[src/rtl/sprite_compositor.sv]
// Sprite compositor: draws palette-indexed sprites over a background,
// with per-frame double-buffered attributes and player collision flags.
//
// Ports:
//   Clk, Reset_n            pixel clock, async active-low reset
//   frame_start             1-cycle pulse, shadow attrs -> active, latch collisions
//   DrawX, DrawY            current pixel coordinate
//   attr_we/idx/x/y/en      shadow attribute write
//   spr_row, spr_col        registered per-sprite ROM address (flat, sprite 0 in LSBs)
//   spr_pix                 per-sprite ROM data, sampled one cycle after address
//   pal_we/addr/data        palette write (read-first)
//   coll_status             previous frame's sprite-0 collisions, bit 0 always 0
//   Red, Green, Blue        registered pixel colour, 3 cycles after DrawX/DrawY
//
// Optional feature: define GRADIENT_BG_EN for a vertical gradient background.
module sprite_compositor #(
    parameter int          NUM_SPRITES = 8,
    parameter int          SPR_W       = 40,
    parameter int          SPR_H       = 40,
    parameter int          PIX_W       = 4,
    parameter int          COORD_W     = 10,
    parameter logic [23:0] BG_COLOR    = 24'h8A8AFF
) (
    input  logic                                 Clk,
    input  logic                                 Reset_n,
    input  logic                                 frame_start,
    input  logic [COORD_W-1:0]                   DrawX,
    input  logic [COORD_W-1:0]                   DrawY,
    input  logic                                 attr_we,
    input  logic [$clog2(NUM_SPRITES)-1:0]       attr_idx,
    input  logic [COORD_W-1:0]                   attr_x,
    input  logic [COORD_W-1:0]                   attr_y,
    input  logic                                 attr_en,
    output logic [NUM_SPRITES*$clog2(SPR_H)-1:0] spr_row,
    output logic [NUM_SPRITES*$clog2(SPR_W)-1:0] spr_col,
    input  logic [NUM_SPRITES*PIX_W-1:0]         spr_pix,
    input  logic                                 pal_we,
    input  logic [PIX_W-1:0]                     pal_addr,
    input  logic [23:0]                          pal_data,
    output logic [NUM_SPRITES-1:0]               coll_status,
    output logic [7:0]                           Red,
    output logic [7:0]                           Green,
    output logic [7:0]                           Blue
);

    localparam int ROW_W = $clog2(SPR_H);
    localparam int COL_W = $clog2(SPR_W);
    localparam int CW1   = COORD_W + 1;
    localparam int PAL_N = 2 ** PIX_W;

    // Attribute storage: shadow written by software, active used for drawing
    logic [COORD_W-1:0]     r_sh_x [NUM_SPRITES];
    logic [COORD_W-1:0]     r_sh_y [NUM_SPRITES];
    logic [NUM_SPRITES-1:0] r_sh_en;
    logic [COORD_W-1:0]     r_ac_x [NUM_SPRITES];
    logic [COORD_W-1:0]     r_ac_y [NUM_SPRITES];
    logic [NUM_SPRITES-1:0] r_ac_en;

    logic [23:0]            r_pal [PAL_N];

    logic [NUM_SPRITES-1:0] r_hit;
    logic [23:0]            r_bg1;
    logic [23:0]            r_bg2;
    logic                   r_s2_hit;
    logic [PIX_W-1:0]       r_s2_idx;
    logic [NUM_SPRITES-1:0] r_acc;

    logic [NUM_SPRITES-1:0]       w_hit;
    logic [NUM_SPRITES*ROW_W-1:0] w_row;
    logic [NUM_SPRITES*COL_W-1:0] w_col;
    logic [23:0]                  w_bg;
    logic [NUM_SPRITES-1:0]       w_opq;
    logic [NUM_SPRITES-1:0]       w_coll;
    logic                         w_win;
    logic [PIX_W-1:0]             w_idx;
    logic                         w_attr_ok;

    assign w_attr_ok = attr_we && (int'(attr_idx) < NUM_SPRITES);

    always_ff @(posedge Clk or negedge Reset_n) begin
        if (!Reset_n) begin
            for (int i = 0; i < NUM_SPRITES; i++) begin
                r_sh_x[i] <= '0;
                r_sh_y[i] <= '0;
                r_ac_x[i] <= '0;
                r_ac_y[i] <= '0;
            end
            r_sh_en <= '0;
            r_ac_en <= '0;
        end else begin
            // Active takes the pre-write shadow when both strobes coincide
            if (frame_start) begin
                for (int i = 0; i < NUM_SPRITES; i++) begin
                    r_ac_x[i] <= r_sh_x[i];
                    r_ac_y[i] <= r_sh_y[i];
                end
                r_ac_en <= r_sh_en;
            end
            if (w_attr_ok) begin
                r_sh_x[attr_idx]  <= attr_x;
                r_sh_y[attr_idx]  <= attr_y;
                r_sh_en[attr_idx] <= attr_en;
            end
        end
    end

`ifdef GRADIENT_BG_EN
    logic [8:0] w_dy;
    logic [7:0] w_rg;
    logic [7:0] w_b;
    assign w_dy = DrawY[9:1];
    assign w_rg = (w_dy >= 9'h08A) ? 8'h00 : (8'h8A - w_dy[7:0]);
    assign w_b  = (w_dy >= 9'h0FF) ? 8'h00 : (8'hFF - w_dy[7:0]);
    assign w_bg = {w_rg, w_rg, w_b};
`else
    assign w_bg = BG_COLOR;
`endif

    // S1: box test at COORD_W+1 bits so a sprite near the right edge never wraps
    always_comb begin
        logic [CW1-1:0] v_px;
        logic [CW1-1:0] v_py;
        logic [CW1-1:0] v_x0;
        logic [CW1-1:0] v_y0;
        logic [CW1-1:0] v_x1;
        logic [CW1-1:0] v_y1;
        w_hit = '0;
        w_row = '0;
        w_col = '0;
        v_px  = {1'b0, DrawX};
        v_py  = {1'b0, DrawY};
        v_x0  = '0;
        v_y0  = '0;
        v_x1  = '0;
        v_y1  = '0;
        for (int i = 0; i < NUM_SPRITES; i++) begin
            v_x0 = {1'b0, r_ac_x[i]};
            v_y0 = {1'b0, r_ac_y[i]};
            v_x1 = v_x0 + CW1'(SPR_W - 1);
            v_y1 = v_y0 + CW1'(SPR_H - 1);
            if (r_ac_en[i] && v_px >= v_x0 && v_px <= v_x1 &&
                v_py >= v_y0 && v_py <= v_y1) begin
                w_hit[i] = 1'b1;
                w_row[i*ROW_W +: ROW_W] = ROW_W'(DrawY - r_ac_y[i]);
                w_col[i*COL_W +: COL_W] = COL_W'(DrawX - r_ac_x[i]);
            end
        end
    end

    always_ff @(posedge Clk or negedge Reset_n) begin
        if (!Reset_n) begin
            r_hit   <= '0;
            spr_row <= '0;
            spr_col <= '0;
            r_bg1   <= '0;
        end else begin
            r_hit   <= w_hit;
            spr_row <= w_row;
            spr_col <= w_col;
            r_bg1   <= w_bg;
        end
    end

    // S2: lowest opaque index wins; collisions only count against sprite 0
    always_comb begin
        w_opq = '0;
        w_win = 1'b0;
        w_idx = '0;
        for (int i = 0; i < NUM_SPRITES; i++) begin
            w_opq[i] = r_hit[i] && (spr_pix[i*PIX_W +: PIX_W] != '0);
        end
        for (int i = NUM_SPRITES - 1; i >= 0; i--) begin
            if (w_opq[i]) begin
                w_win = 1'b1;
                w_idx = spr_pix[i*PIX_W +: PIX_W];
            end
        end
        w_coll    = w_opq[0] ? w_opq : '0;
        w_coll[0] = 1'b0;
    end

    always_ff @(posedge Clk or negedge Reset_n) begin
        if (!Reset_n) begin
            r_s2_hit <= 1'b0;
            r_s2_idx <= '0;
            r_bg2    <= '0;
        end else begin
            r_s2_hit <= w_win;
            r_s2_idx <= w_idx;
            r_bg2    <= r_bg1;
        end
    end

    // Collisions still in S2 at frame_start belong to the closing frame
    always_ff @(posedge Clk or negedge Reset_n) begin
        if (!Reset_n) begin
            r_acc       <= '0;
            coll_status <= '0;
        end else if (frame_start) begin
            coll_status <= r_acc | w_coll;
            r_acc       <= '0;
        end else begin
            r_acc <= r_acc | w_coll;
        end
    end

    always_ff @(posedge Clk or negedge Reset_n) begin
        if (!Reset_n) begin
            for (int i = 0; i < PAL_N; i++) begin
                r_pal[i] <= '0;
            end
        end else if (pal_we) begin
            r_pal[pal_addr] <= pal_data;
        end
    end

    // S3: palette read sees the entry from before a same-cycle write
    always_ff @(posedge Clk or negedge Reset_n) begin
        if (!Reset_n) begin
            Red   <= '0;
            Green <= '0;
            Blue  <= '0;
        end else if (r_s2_hit) begin
            {Red, Green, Blue} <= r_pal[r_s2_idx];
        end else begin
            {Red, Green, Blue} <= r_bg2;
        end
    end

endmodule

[config.mk]
export PLATFORM = sky130hd
export DESIGN_NAME = sprite_compositor
export DESIGN_NICKNAME = d
export VERILOG_FILES = /design/src/rtl/sprite_compositor.sv
export SDC_FILE = /design/constraint.sdc
export NUM_CORES = 2
export LEC_CHECK = 0
export ABC_AREA = 0
export BUFFER_PORTS_ARGS = -buffer_cell sky130_fd_sc_hd__buf_2
export CAP_MARGIN = 10
export CORE_MARGIN = 2
export CORE_UTILIZATION = 40
export DETAILED_ROUTE_END_ITERATION = 6
export GPL_ROUTABILITY_DRIVEN = 0
export PLACE_DENSITY_LB_ADDON = 0.3
export SYNTH_ARGS = -nofsm -noshare
export SYNTH_HDL_FRONTEND = slang
export SYNTH_SLANG_ARGS = --single-unit
[constraint.sdc]
create_clock -name Clk -period 8.1 [get_ports Clk]
set_clock_uncertainty 0.05 [all_clocks]
set_input_delay 2.025 -clock Clk [delete_from_list [all_inputs] [get_ports Clk]]
set_output_delay 2.025 -clock Clk [all_outputs]
set_load 0.05 [all_outputs]
==> summary.md <==
| Metric | Value |
|---|---|
| Status | completed |
| N_diodes | 0 |
| CTS tree | done |
| Mapped Area | 0.04553 mm2 |
| Critical Path RT | 8560 ps |
| Io pins | roughly 240 |
| Commonest cells post-synth | dfrtp_1, mux2_2, ha_1, nand2_1, inv_1 |
| Die X-Extent | 341.4 um |
| Critical Path End Type | flip-flop |
| Startpoint Class | primary input |
| CTS resizes | 0 |
| Proportion of layout cells with a drive suffix above 1 | 0.2773 |
| Clk sinks | 869 |
| Vias per std cell | approximately 5.4 |
| CTS clk-pin slew, worst paths | 60 ps |
| Max Clk Rate | 211.5 MHz |
| Worst-path fanout max | 16 |
| Initial antenna violation count | 13 |
| Drt drc | 0 |
| Syn Area/Cell | 11.98 um2 |
| Final Max Slew Viols | 0 |
| Worst hold path class | flip-flop to flip-flop |
| Post-synth EDFFs | 0 |
| Initial core utilization | 0.4042 |
| Register bit count reported by yosys | ~870 |
| First-pass GRT wire length | between 150000 and 200000 um |
| Longest Clk Path Bufs | 3 |
| Sw Share | 0.3266 |
| Post-synth top flop | dfrtp_1 |
| RSZ-0062 raised after global routing | no |
| NetSw | 4809 uW |
| Syn Inst Count | about 3800 |
| Die H | ~340 um |
| Peak supply drop | 0.1823 mV |
| Period utilization | 0.5838 |
| Slew @ Worst Pin | 1112 ps |
| Largest cells by area after synthesis | dfrtp_1, mux2_2, ha_1 |
| Data arrival time of the worst path | a little over 5000 ps |
| Input/output buffers | 235 |
| Routed Antenna Nets | 0 |
| Final Hold Vio Count | 0 |
| Static leakage | 0.02317 uW |
| Setup WS pre-CTS | about 2600 ps |
| Num CTS Buffers | just over 90 |
| Max-cap viol count | 0 |
| Vias | 30040 |
| Post-synth top area cell | dfrtp_1 |
| Top cell type's share of synthesized area | 0.4776 |
| Nets | 4476 |
| Most common cell in the netlist | dfrtp_1 |
| Sequential area share after synthesis | 0.4776 |
| Flop pwr share | 0.394 |
| Clk root buf | clkbuf_16 |
| Async S/R FF share, synth | 1.000 |
| Setup TNS | 0 ps |
| Setup Crit Path Kind | primary input to flip-flop |
| Hold slack | 297.8 ps |
| # setup viols final | 0 |
| Fin util | 0.4569 |
| Total power | approximately 15000 uW |
| GR Overflow Total | 0 |
| Combinational share of power | 0.310 |
| Fillcell total | 10400 |
| Setup repair bufs after CTS | 0 |
| # rows | 123 |
| Initial DRT Pass Iterations | 5 |
| Post-CTS Hold Fix Bufs | 0 |
| H-tree depth | 3 |
| HPWL Detailed | 78300 um |
| Core area | ~0.11 mm2 |
| Area Growth Syn to Fin | 13.03% |
| Vias in the first global route | 30750 |
| Total track usage | 0.2062 |
| Post-synth cell types | a little over 70 |
| Die area | about 0.12 mm2 |
| Syn Nets | 4262 |
| Setup WS post-layout | 3371 ps |
| Clk Latency, worst-skew pair | roughly 670 ps |
| DR iter-0 viols | between 1500 and 2000 |
| Fin crit period | 4729 ps |
| Pwr Density | ~290 mW/mm2 |
| Pint | 9914 uW |
| Largest net degree at the start of global routing | approximately 160 |
| Clock Power Share | 0.296 |
| Relative slew slack | 0.2554 |
| Ys Warns | 0 |
| WL final | roughly 120000 um |
| Wirelength per Cell | 21.44 um |
routing by layer:
layer,global-route usage,part of all wire,up-vias,wire (um)
met5,0,0.00089,-,107
li1,-,-,14050,-
met2,0.3428,0.47,564,56650
met1,0.2695,0.44,15200,52740
met3,0.04494,0.056,203,6672
met4,0.06222,0.030,14,3624
through the flow:
stage | instance area, um2 | instances
after CTS | 51470 | 5586
final | 51470 | 5586
after global placement | 48340 | 5421
after detailed placement | 48340 | 5421
after floorplan | 45530 | 3801
after global routing | 51470 | 5586
sequential cells by signal, summed over array words and instances, names as in the netlist, 8 cells and up:
name,cells
Red,8
r_pal,384
r_sh_x,80
r_hit,8
Blue,8
r_ac_y,80
r_sh_y,80
r_ac_en,8
Green,8
r_sh_en,8
spr_col,48
spr_row,48
r_ac_x,80
worst paths after layout:
check / start / endpoint / slack, ps / cells after the start
min in group asynchronous: Reset_n / r_pal[77] / 1320 / 1
max: DrawY[0] / spr_col[23] / 3370 / 11
min reg2reg: r_bg1[0] / r_bg2[0] / 300 / 0
max reg2reg: r_ac_x[51] / spr_row[17] / 4220 / 13
min: r_bg1[0] / r_bg2[0] / 300 / 0
max in group asynchronous: Reset_n / r_ac_en[4] / 5140 / 2
placed cells by master (no fill, tap or decap), drive strengths merged, types with 7 or more instances in the layout:
master and instances:
dfrtp 869, mux2 560, ha 336, buf 276
nand2 273, inv 249, o21ai 236, xnor2 146
nor2 146, clkbuf 129, a21oi 109, mux4 106
nor3 72, nand4 56, a21o 38, o21a 37
nand2b 34, nor2b 33, nand3 31, mux2i 28
or3 27, clkinv 23, a31oi 20, and2 18
fa 16, a2111oi 15, xor2 14, o211ai 14
a211oi 12, o41ai 12, o21bai 10, nand4b 10
nor4 10, a211o 8, o31ai 7, bufinv 7
o2111ai 7, nor4b 7
cells by family after synthesis:
kind of cell / Yosys count / share of synthesized area
multiplexers: 694 / 0.1971
AND/OR/NAND/NOR: 743 / 0.07936
buffers and inverters: 400 / 0.03553
other: 2 / 0.0001649
AO/OA/AOI/OAI: 581 / 0.08016
flip-flops: 869 / 0.4776
XOR/XNOR: 160 / 0.03078
adder cells (fa/ha/maj): 352 / 0.09936
power by group through the flow:
| stage | clock [uW] | sequential, uW | combinational (uW) |
|---|---|---|---|
| 2_1_floorplan | 0 | 5960 | 3280 |
| 3_3_place_gp | 0 | 5850 | 4530 |
| 3_5_place_dp | 0 | 5870 | 4590 |
| 4_1_cts | 4460 | 5810 | 4620 |
| 5_1_grt | 4630 | 5930 | 5070 |
| 6_report | 4350 | 5800 | 4570 |
worst max-delay path: stages:
cell	delay (ps)
buf_2	110
inv_1	770
ha_1	310
inv_1	60
fa_1	400
a21o_1	210
a2111oi_0	390
o21bai_1	120
a31o_2	250
nand4_1	410
nor3_1	140
final cells by class:
cell class / instances / area, um2 / share of cell area
clock buffer: 129 / 2651 / 0.05152
clock inverter: 36 / 479.2 / 0.009311
inverter: 244 / 915.9 / 0.01780
multi-input combinational: 2532 / 22220 / 0.4318
sequential: 869 / 21750 / 0.4227
tap: 1500 / 1877 / 0.03647
timing repair buffer: 276 / 1567 / 0.03044
No activity file was read; power rests on OpenSTA's default activity.
